$ cat src/rtl/uart_rx_fifo_pkg.sv
// Shared UART receive-path definitions: data width, default FIFO depth and
// the byte/flag types used by the receive FIFO.
package uart_rx_fifo_pkg;

  localparam int unsigned UART_DATA_W   = 8;
  localparam int unsigned RX_FIFO_DEPTH = 16;

  typedef logic [UART_DATA_W-1:0] uartByte_t;

  typedef struct packed {
    logic overflow;
    logic frameErr;
  } rxFlags_t;

endpackage

$ cat src/rtl/uart_rx_fifo_mem.sv
// DEPTH x UART_DATA_W storage for the receive FIFO: one synchronous write
// port and an asynchronous read port so the head byte has no extra latency.
module uart_rx_fifo_mem
  import uart_rx_fifo_pkg::*;
#(
  parameter  int unsigned DEPTH  = RX_FIFO_DEPTH,
  localparam int unsigned ADDR_W = $clog2(DEPTH)
) (
  input  logic                   clk,
  input  logic                   wrEn,
  input  logic [ADDR_W-1:0]      wrAddr,
  input  logic [UART_DATA_W-1:0] wrData,
  input  logic [ADDR_W-1:0]      rdAddr,
  output logic [UART_DATA_W-1:0] rdData
);

  uartByte_t mem [DEPTH];

  always_ff @(posedge clk) begin
    if (wrEn) begin
      mem[wrAddr] <= wrData;
    end
  end

  always_comb begin
    rdData = mem[rdAddr];
  end

endmodule

$ cat src/rtl/uart_rx_fifo.sv
// Receive-side byte buffer behind the Uart8 receiver: captures one byte per
// rxDone rising edge, drops errored frames, presents bytes first-word-fall-through.
module uart_rx_fifo
  import uart_rx_fifo_pkg::*;
#(
  parameter  int unsigned DEPTH  = RX_FIFO_DEPTH,
  localparam int unsigned ADDR_W = $clog2(DEPTH)
) (
  input  logic                   clk,
  input  logic                   reset,
  input  logic                   rxDone,
  input  logic                   rxErr,
  input  logic [UART_DATA_W-1:0] rxByte,
  input  logic                   rdEn,
  output logic [UART_DATA_W-1:0] rdData,
  output logic                   empty,
  output logic                   full,
  output logic [ADDR_W:0]        count,
  output logic                   overflow,
  output logic                   frameErr,
  input  logic                   clrFlags
);

  localparam logic [ADDR_W:0]   DEPTH_CNT = (ADDR_W+1)'(DEPTH);
  localparam logic [ADDR_W:0]   CNT_ONE   = (ADDR_W+1)'(1);
  localparam logic [ADDR_W-1:0] PTR_ONE   = ADDR_W'(1);

  logic            rxDonePrev;
  logic [ADDR_W-1:0] wrPtr;
  logic [ADDR_W-1:0] rdPtr;
  logic [ADDR_W:0] countQ;
  rxFlags_t        flagsQ;

  logic            rxRise;
  logic            push;
  logic            pop;
  logic            wrEn;
  logic            ovfSet;
  logic            ferrSet;
  logic [ADDR_W:0] countNext;
  rxFlags_t        flagsNext;
  uartByte_t       headByte;

  uart_rx_fifo_mem #(
    .DEPTH(DEPTH)
  ) u_mem (
    .clk   (clk),
    .wrEn  (wrEn),
    .wrAddr(wrPtr),
    .wrData(rxByte),
    .rdAddr(rdPtr),
    .rdData(headByte)
  );

  always_comb begin
    empty  = (countQ == '0);
    full   = (countQ == DEPTH_CNT);
    rxRise = rxDone & ~rxDonePrev;
    push   = rxRise & ~rxErr;
    pop    = rdEn & ~empty;
    // When full, a concurrent pop frees the slot being written this cycle;
    // the async read still returns the old head before the write lands.
    wrEn    = push & (~full | pop);
    ovfSet  = push & full & ~pop;
    ferrSet = rxRise & rxErr;

    countNext = countQ;
    if (wrEn && !pop) begin
      countNext = countQ + CNT_ONE;
    end else if (!wrEn && pop) begin
      countNext = countQ - CNT_ONE;
    end

    // A set event in the same cycle as clrFlags takes priority.
    flagsNext = flagsQ;
    if (clrFlags) begin
      flagsNext = '0;
    end
    if (ovfSet) begin
      flagsNext.overflow = 1'b1;
    end
    if (ferrSet) begin
      flagsNext.frameErr = 1'b1;
    end
  end

  always_ff @(posedge clk) begin
    if (reset) begin
      // History starts high so a level already present at release is not a frame.
      rxDonePrev <= 1'b1;
      wrPtr      <= '0;
      rdPtr      <= '0;
      countQ     <= '0;
      flagsQ     <= '0;
    end else begin
      rxDonePrev <= rxDone;
      if (wrEn) begin
        wrPtr <= wrPtr + PTR_ONE;
      end
      if (pop) begin
        rdPtr <= rdPtr + PTR_ONE;
      end
      countQ <= countNext;
      flagsQ <= flagsNext;
    end
  end

  always_comb begin
    count    = countQ;
    overflow = flagsQ.overflow;
    frameErr = flagsQ.frameErr;
    rdData   = empty ? '0 : headByte;
  end

endmodule

$ cat config.mk
export PLATFORM = sky130hd
export DESIGN_NAME = uart_rx_fifo
export DESIGN_NICKNAME = d
export VERILOG_FILES = /design/src/rtl/uart_rx_fifo_pkg.sv /design/src/rtl/uart_rx_fifo_mem.sv /design/src/rtl/uart_rx_fifo.sv
export SDC_FILE = /design/constraint.sdc
export NUM_CORES = 1
export LEC_CHECK = 0
export ABC_AREA = 0
export CORE_ASPECT_RATIO = 0.7
export CORE_UTILIZATION = 40
export CTS_CLUSTER_DIAMETER = 120
export DETAILED_ROUTE_END_ITERATION = 16
export HOLD_SLACK_MARGIN = 0.15
export MAX_ROUTING_LAYER = met4
export REMOVE_ABC_BUFFERS = 1
export SYNTH_ARGS = -nofsm -noshare
export SYNTH_HDL_FRONTEND = slang
export SYNTH_SLANG_ARGS = --single-unit
export TNS_END_PERCENT = 5
$ cat constraint.sdc
create_clock -name clk -period 4 [get_ports clk]
set_clock_uncertainty 0.2 [all_clocks]
set_input_delay 1 -clock clk [delete_from_list [all_inputs] [get_ports clk]]
set_output_delay 1 -clock clk [all_outputs]
set_load 0.1 [all_outputs]
==> results of run 1 <==
-- layout by cell type, fill, tap and decap left out, drive strengths merged, types with 4 or more instances in the layout --
cell type	count
edfxtp	128
buf	37
nor2	32
mux4	32
dfxtp	20
inv	18
a211oi	17
clkbuf	17
clkdlybuf4s50	17
mux2i	11
ha	9
nor2b	8
nand2	6
nor3	5
xor2	5
a21oi	4
-- worst reg2reg max path, cell delays in order, from the launching register on --
cell,delay [ps]
dfxtp_1,380
or4_4,630
o31a_1,300
ha_1,220
inv_1,150
ha_1,300
a21oi_1,190
a211oi_1,100
a31oi_1,170
mux2_2,350
-- area by class of cell --
cell class	instances	share of cell area
clock buffer	17	0.0588
clock inverter	15	0.0187
inverter	7	0.00363
multi-input combinational	154	0.218
sequential	148	0.587
tap	190	0.0329
timing repair buffer	54	0.0809
-- path summary, 6_finish.rpt --
| kind | slack [ps] | cells past startpoint | startpoint | endpoint |
|---|---|---|---|---|
| worst min-delay path | 300 | 2 | frameErr | frameErr |
| worst max register to register | 920 | 9 | count[0] | count[4] |
| worst max-delay path | 270 | 5 | flop | rdData[1] |
| worst min register to register | 300 | 2 | frameErr | frameErr |
-- where the power goes --
part / switching (uW) / leakage [uW] / internal (uW) / total, uW
Sequential: 66.2 / 0.00131 / 1710 / 1770
Clock: 687 / 0.000274 / 823 / 1510
Combinational: 802 / 0.000768 / 482 / 1280
Total: 1550 / 0.00236 / 3010 / 4570
-- logic make-up (layout without fill, tap and decap cells) --
family,count (synthesis),in the layout
compound gates,31,31
xor+xnor,7,7
fa+ha+maj,10,10
buf+inv,26,93
flops,148,148
mux,44,44
simple gates,62,62
-- through the flow --
| step | TNS, ps | instances | setup WS, ps | total power, uW | util |
|---|---|---|---|---|---|
| 6_report | 0 | 585 | 272 | 4570 | 0.510 |
| 5_1_grt | 0 | 585 | 93.7 | 4740 | 0.510 |
| 4_1_cts | 0 | 585 | 197 | 4610 | 0.510 |
| 3_5_place_dp | 0 | 553 | 301 | 3110 | 0.470 |
| 3_3_place_gp | 0 | 553 | 350 | 3100 | 0.470 |
| 2_1_floorplan | -12040 | 309 | -1490 | 2670 | - |
-- per-layer routing --
metal | share of wire | routed length [microns] | global-route usage | vias to the layer above
li1 | - | - | - | 1409
met1 | 0.50 | 5660 | 0.231 | 1583
met2 | 0.46 | 5170 | 0.239 | 66
met3 | 0.037 | 421 | 0.0430 | 6
met4 | 0.0044 | 50 | 0.0552 | 0
met5 | 0 | 0 | - | -
-- flip-flops by register name, summed over array words and instances, names as in the netlist, named ones only --
signal and flops:
count 5, frameErr 1, overflow 1, rdPtr 4
rxDonePrev 1, u_mem.mem 128, wrPtr 4
==> key figures, run 1 <==
Global routing
  – Overflow left after global routing: 0
  – Vias in the first global route: 3235
  – First-pass GRT wire length: 18200 microns
  – All-Layer GR Usage: 0.166
  – Initial antenna violation count: 0
  – Largest net degree at the start of global routing: 33

Synth
  – Multiplexer area fraction after synthesis: 0.142
  – Post-Synth XOR/XNOR Area: 0.0103
  – Synth Instances: 328
  – Synth Flop Type: edfxtp_1
  – Post-synth EDFFs: 128
  – Synth Register Bits: 148
  – Post-synthesis simple-gate area fraction: 0.0494
  – Synth top area cells: edfxtp_1, mux4_2, dfxtp_1, a211oi_1, nor2_1
  – Post-synth top area share: 0.646
  – Register area share after synthesis: 0.714
  – Compound-Gate Fraction of Synth Area: 0.0417
  – Top cell type by total area after synthesis: edfxtp_1
  – Cell area after synthesis: 5950 sq um
  – Largest family of logic cells by synthesized area: multiplexers
  – Synth Area in Adders: 0.0223
  – Most common cell in the synthesized netlist: edfxtp_1
  – Most instantiated cells after synthesis: edfxtp_1, mux4_2, nor2_1, dfxtp_1, a211oi_1
  – Unique cell type count in the Yosys netlist: 40
  – Ys async rst share: 0
  – Syn avg cell area: 18.1 sq um
  – Yosys warning count: 0

Layout
  – Fill cell count: 1165
  – FF+latch area: 4250 sq um
  – Layout cell share with drive strength beyond 1: 0.276
  – Design Area, Final: 7230 sq um
  – Nets: 406
  – Layout area overhead: 21.6%
  – Antenna diodes: 0
  – Area of the multi-input gates: 1580 sq um

Die
  – Num rows: 36
  – Starting Density: 0.419
  – Die Width: 148 microns
  – Die Ht: 104 microns
  – Full die area: 15400 sq um
  – Core area: 14200 sq um
  – Io pins: 31

Placed design
  – RePlAce Congestion: 0.788
  – Area post-placement: 6670 sq um
  – Detailed placer's ending HPWL: 7100 microns
  – Port Buf Inserts: 30

Clock network
  – CTS tree: built
  – Clock-pin slew on the worst setup and hold paths: 60 ps
  – Deepest clock path buffer count: 2
  – Postcts setup bufs: 0
  – Cts repair resizes: 0
  – Clock tree sinks: 148
  – # H-tree levels: 4
  – Clock latency at the later pin of the worst-skew pair: 420 ps
  – Post-CTS Hold Buffers: 0
  – CTS root buf: clkbuf_16
  – CTS Buf Count: 17

Flow run
  – Maxcap violations: 0

Route
  – Final WL: 11300 microns
  – Drt wl/cell: 19.3 microns
  – Initial drt markers: 192
  – DRC Markers: 0
  – Final ANT Viol Nets: 0
  – Drt first pass iters: 4
  – Via count: 3064
  – Vias per Instance: 5.24

Worst setup path
  – CP Cell Sequence: buf_4 -> mux4_2 -> mux2i_1 -> a211oi_1 -> buf_12
  – Slowest-stage cell, CP: dfxtp_2
  – Slowest stage delay, CP: 780 ps
  – Worst setup EP type: output pin
  – Req. time, crit path: 2800 ps
  – Startpoint types: flop
  – Worst EP arrival: 2530 ps
  – CP Buf/Inv Count: 2
  – Crit-path max FO: 23
  – CP delay by family, top: flip-flops
  – CP Class: reg -> out

Power and ir drop
  – Cell Pwr Density: 631 nW/um^2
  – VDD IR max: 0.438 mV
  – Leak: 0.00236 uW

STA
  – Fin crit share: 0.932
  – Max frequency: 268 MHz
  – Worst slew margin: 0.349
  – RSZ-0062 raised after global routing: no
  – Worst hold slack: 298 ps
  – Final setup viols: 0
  – Min Tclk post-route: 3730 ps
  – Final Max Slew Viols: 0
  – Hold Vio Cnt, Final: 0
  – Worst slew pin tran: 973 ps

Hold path
  – Hold Path Class: reg -> reg

Run status
  – Status: finished clean
No activity file was read; power rests on OpenSTA's default activity.
==> run 2: changes to the inputs <==
--- a/constraint.sdc
+++ b/constraint.sdc
@@ -4,2 +4,2 @@
 set_output_delay 1 -clock clk [all_outputs]
-set_load 0.1 [all_outputs]
+set_load 0.02 [all_outputs]
==> run 2 against run 1 <==
  * Sequential share of layout area is 0.33 points higher
  * Clock power rose by 5%
  * Register-to-register slack worse by 20 ps
  * Die area unchanged
  * Via count rose by 0.36%
  * Combinational power shrank 40%
  * Count of clock-buffer cells in the layout stayed put
  * Core utilization decreased by 0.26 points
  * Worst setup slack got worse by 130 ps
  * Global-route usage grew 0.080 points
  * Wire length is 1.4% higher
  * Largest cell class unchanged
==> key figures, run 2 (same netlist as run 1, synthesis figures left out) <==
Clock network
  – CTS tree: built
  – CTS Buf Count: 17 (unchanged)
  – CTS root buf: clkbuf_16
  – Clock tree sinks: 148 (unchanged)
  – Clock-pin slew on the worst setup and hold paths: 60 ps (about the same)
  – Clock latency at the later pin of the worst-skew pair: 410 ps (about the same)
  – Postcts setup bufs: 0 (unchanged)
  – Deepest clock path buffer count: 2 (unchanged)
  – Cts repair resizes: 0 (unchanged)
  – # H-tree levels: 4 (unchanged)
  – Post-CTS Hold Buffers: 0 (unchanged)

Run status
  – Status: finished clean

Power and ir drop
  – Cell-internal power: 3060 uW (+1.8%)
  – Seq pwr share: 0.429 (+0.041)
  – Leak: 0.00234 uW (-0.56%)
  – Clock power frac: 0.383 (+0.052)
  – VDD IR max: 0.256 mV (-41%)
  – Cell Pwr Density: 571 nW/um^2 (-9.5%)
  – Logic pwr share: 0.188 (-0.093)
  – Switching share of total power: 0.255 (-0.0854)
  – Net switching power: 1050 uW (-33%)

Global routing
  – First-pass GRT wire length: 18400 microns (+1.1%)
  – Overflow left after global routing: 0 (unchanged)
  – Initial antenna violation count: 0 (unchanged)
  – All-Layer GR Usage: 0.167 (+0.000801)
  – Global routing usage on met2: 0.250 (+0.0108)
  – Met3 usage: 0.0373 (-0.00570)
  – Largest net degree at the start of global routing: 33 (unchanged)
  – Vias in the first global route: 3293 (+1.8%)
  – Most Crowded Layer GR: met2
  – M1 GR Usage: 0.228 (-0.00303)

Worst setup path
  – CP delay by family, top: buffers and inverters
  – CP Cell Sequence: buf_12 -> mux4_2 -> nor2b_1 -> a211oi_1 -> a211oi_1 -> clkdlybuf4s50_1
  – CP Buf/Inv Count: 2 (unchanged)
  – Req. time, crit path: 2800 ps (about the same)
  – Top cell by count, worst path: a211oi_1
  – Worst EP arrival: 2660 ps (+130 ps)
  – Slowest stage delay, CP: 600 ps (-180 ps)
  – Worst setup EP type: output pin
  – Crit-path max FO: 32 (+39%)
  – CP Class: reg -> out
  – Startpoint types: flop
  – Slowest-stage cell, CP: clkdlybuf4s50_1

Placed design
  – Port Buf Inserts: 30 (unchanged)
  – RePlAce Congestion: 0.789 (+0.14%)
  – Detailed placer's ending HPWL: 7280 microns (+2.6%)

STA
  – Min Tclk post-route: 3860 ps (+128 ps)
  – Worst slew pin tran: 766 ps (-207 ps)
  – Worst hold slack: 289 ps (-9.03 ps)
  – Worst slew margin: 0.488 (+0.139)
  – TNS Setup: 0 ps (unchanged)
  – RSZ-0062 raised after global routing: no
  – Final Max Slew Viols: 0 (unchanged)
  – Fin crit share: 0.964 (+0.0321)
  – Max frequency: 259 MHz (-3.3%)
  – Hold Vio Cnt, Final: 0 (unchanged)
  – Final setup viols: 0 (unchanged)

Die
  – Num rows: 36 (unchanged)
  – Die Ht: 104 microns (unchanged)
  – Die Width: 148 microns (unchanged)
  – Io pins: 31 (unchanged)
  – Starting Density: 0.419 (unchanged)
  – Core area: 14200 sq um (unchanged)
  – Full die area: 15400 sq um (unchanged)

Route
  – Final WL: 11500 microns (+1.4%)
  – Vias per Instance: 5.27 (+0.70%)
  – Final ANT Viol Nets: 0 (unchanged)
  – Drt wl/cell: 19.7 microns (+1.8%)
  – DRC Markers: 0 (unchanged)
  – Initial drt markers: 170 (-11%)
  – Via count: 3075 (+0.36%)
  – Drt first pass iters: 4 (unchanged)

Layout
  – Nets: 405 (-0.25%)
  – Antenna diodes: 0 (unchanged)
  – Commonest cells after routing, fill and taps aside: edfxtp_1, nor2_1, mux4_2, clkdlybuf4s50_1, buf_4
  – Commonest non-fill, non-tap cell in the layout: edfxtp_1
  – Largest Register: u_mem.mem
  – Max reg flops: 128 (unchanged)
  – Layout cell share with drive strength beyond 1: 0.237 (-0.0393)
  – Layout area overhead: 21.0%

Hold path
  – Hold Path Class: reg -> reg

Flow run
  – Maxcap violations: 0 (unchanged)
-- run 2: cell types whose count changed in the layout (fill, tap and decap cells not counted), moves of 3 or more --
cell | previous run | this run
buf_12 | 11 | 3
inv_6 | 7 | 0
clkinvlp_4 | 2 | 5
inv_8 | 4 | 0
bufinv_16 | 0 | 3
dlymetal6s2s_1 | 0 | 3
buf_4 | 26 | 20
clkdlybuf4s50_1 | 17 | 27
-- run 2: layout make-up --
class / instances / area [sq um]
fill: 1160 / 6990
timing repair buffer: 53 / 518
tap: 190 / 238
inverter: 7 / 26.3
multi-input combinational: 154 / 1580
clock inverter: 14 / 164
sequential: 148 / 4250
clock buffer: 17 / 425
-- run 2: final timing paths --
path	end	cells past startpoint	slack, ps	start
min reg2reg	frameErr	2	290	frameErr
max	rdData[7]	6	140	flop
max reg2reg	count[4]	9	900	count[0]
min	frameErr	2	290	frameErr
-- run 2: metal layers --
layer	routed length, microns	part of all wire
met5	0	0
met3	452	0.039
met4	31	0.0027
met2	5490	0.48
met1	5490	0.48
-- run 2: power groups by stage --
stage | sequential (uW) | clock [uW] | combinational (uW)
4_1_cts | 1760 | 1610 | 789
6_report | 1760 | 1580 | 773
3_3_place_gp | 1790 | 0 | 773
2_1_floorplan | 1840 | 0 | 426
3_5_place_dp | 1800 | 0 | 786
5_1_grt | 1770 | 1670 | 836
-- run 2: through the flow --
stage               instance area, sq um  instances  total power, uW  utilization  setup slack (ps)
floorplan                           5850        309             2260            -               406
global placement                    6600        552             2570        0.465               362
detailed placement                  6600        552             2580        0.465               329
CTS                                 7190        583             4160        0.507              48.3
global route                        7200        583             4280        0.507            0.0813
finish                              7200        583             4110        0.507               144
-- run 2: worst reg2reg max path, cell delays in order (launching register included) --
cell and delay [ps]:
dfxtp_1 380, or4_4 640, o31a_1 290, ha_1 210, inv_1 160, ha_1 300
a21oi_1 190, a211oi_1 100, a31oi_1 170, mux2_2 350
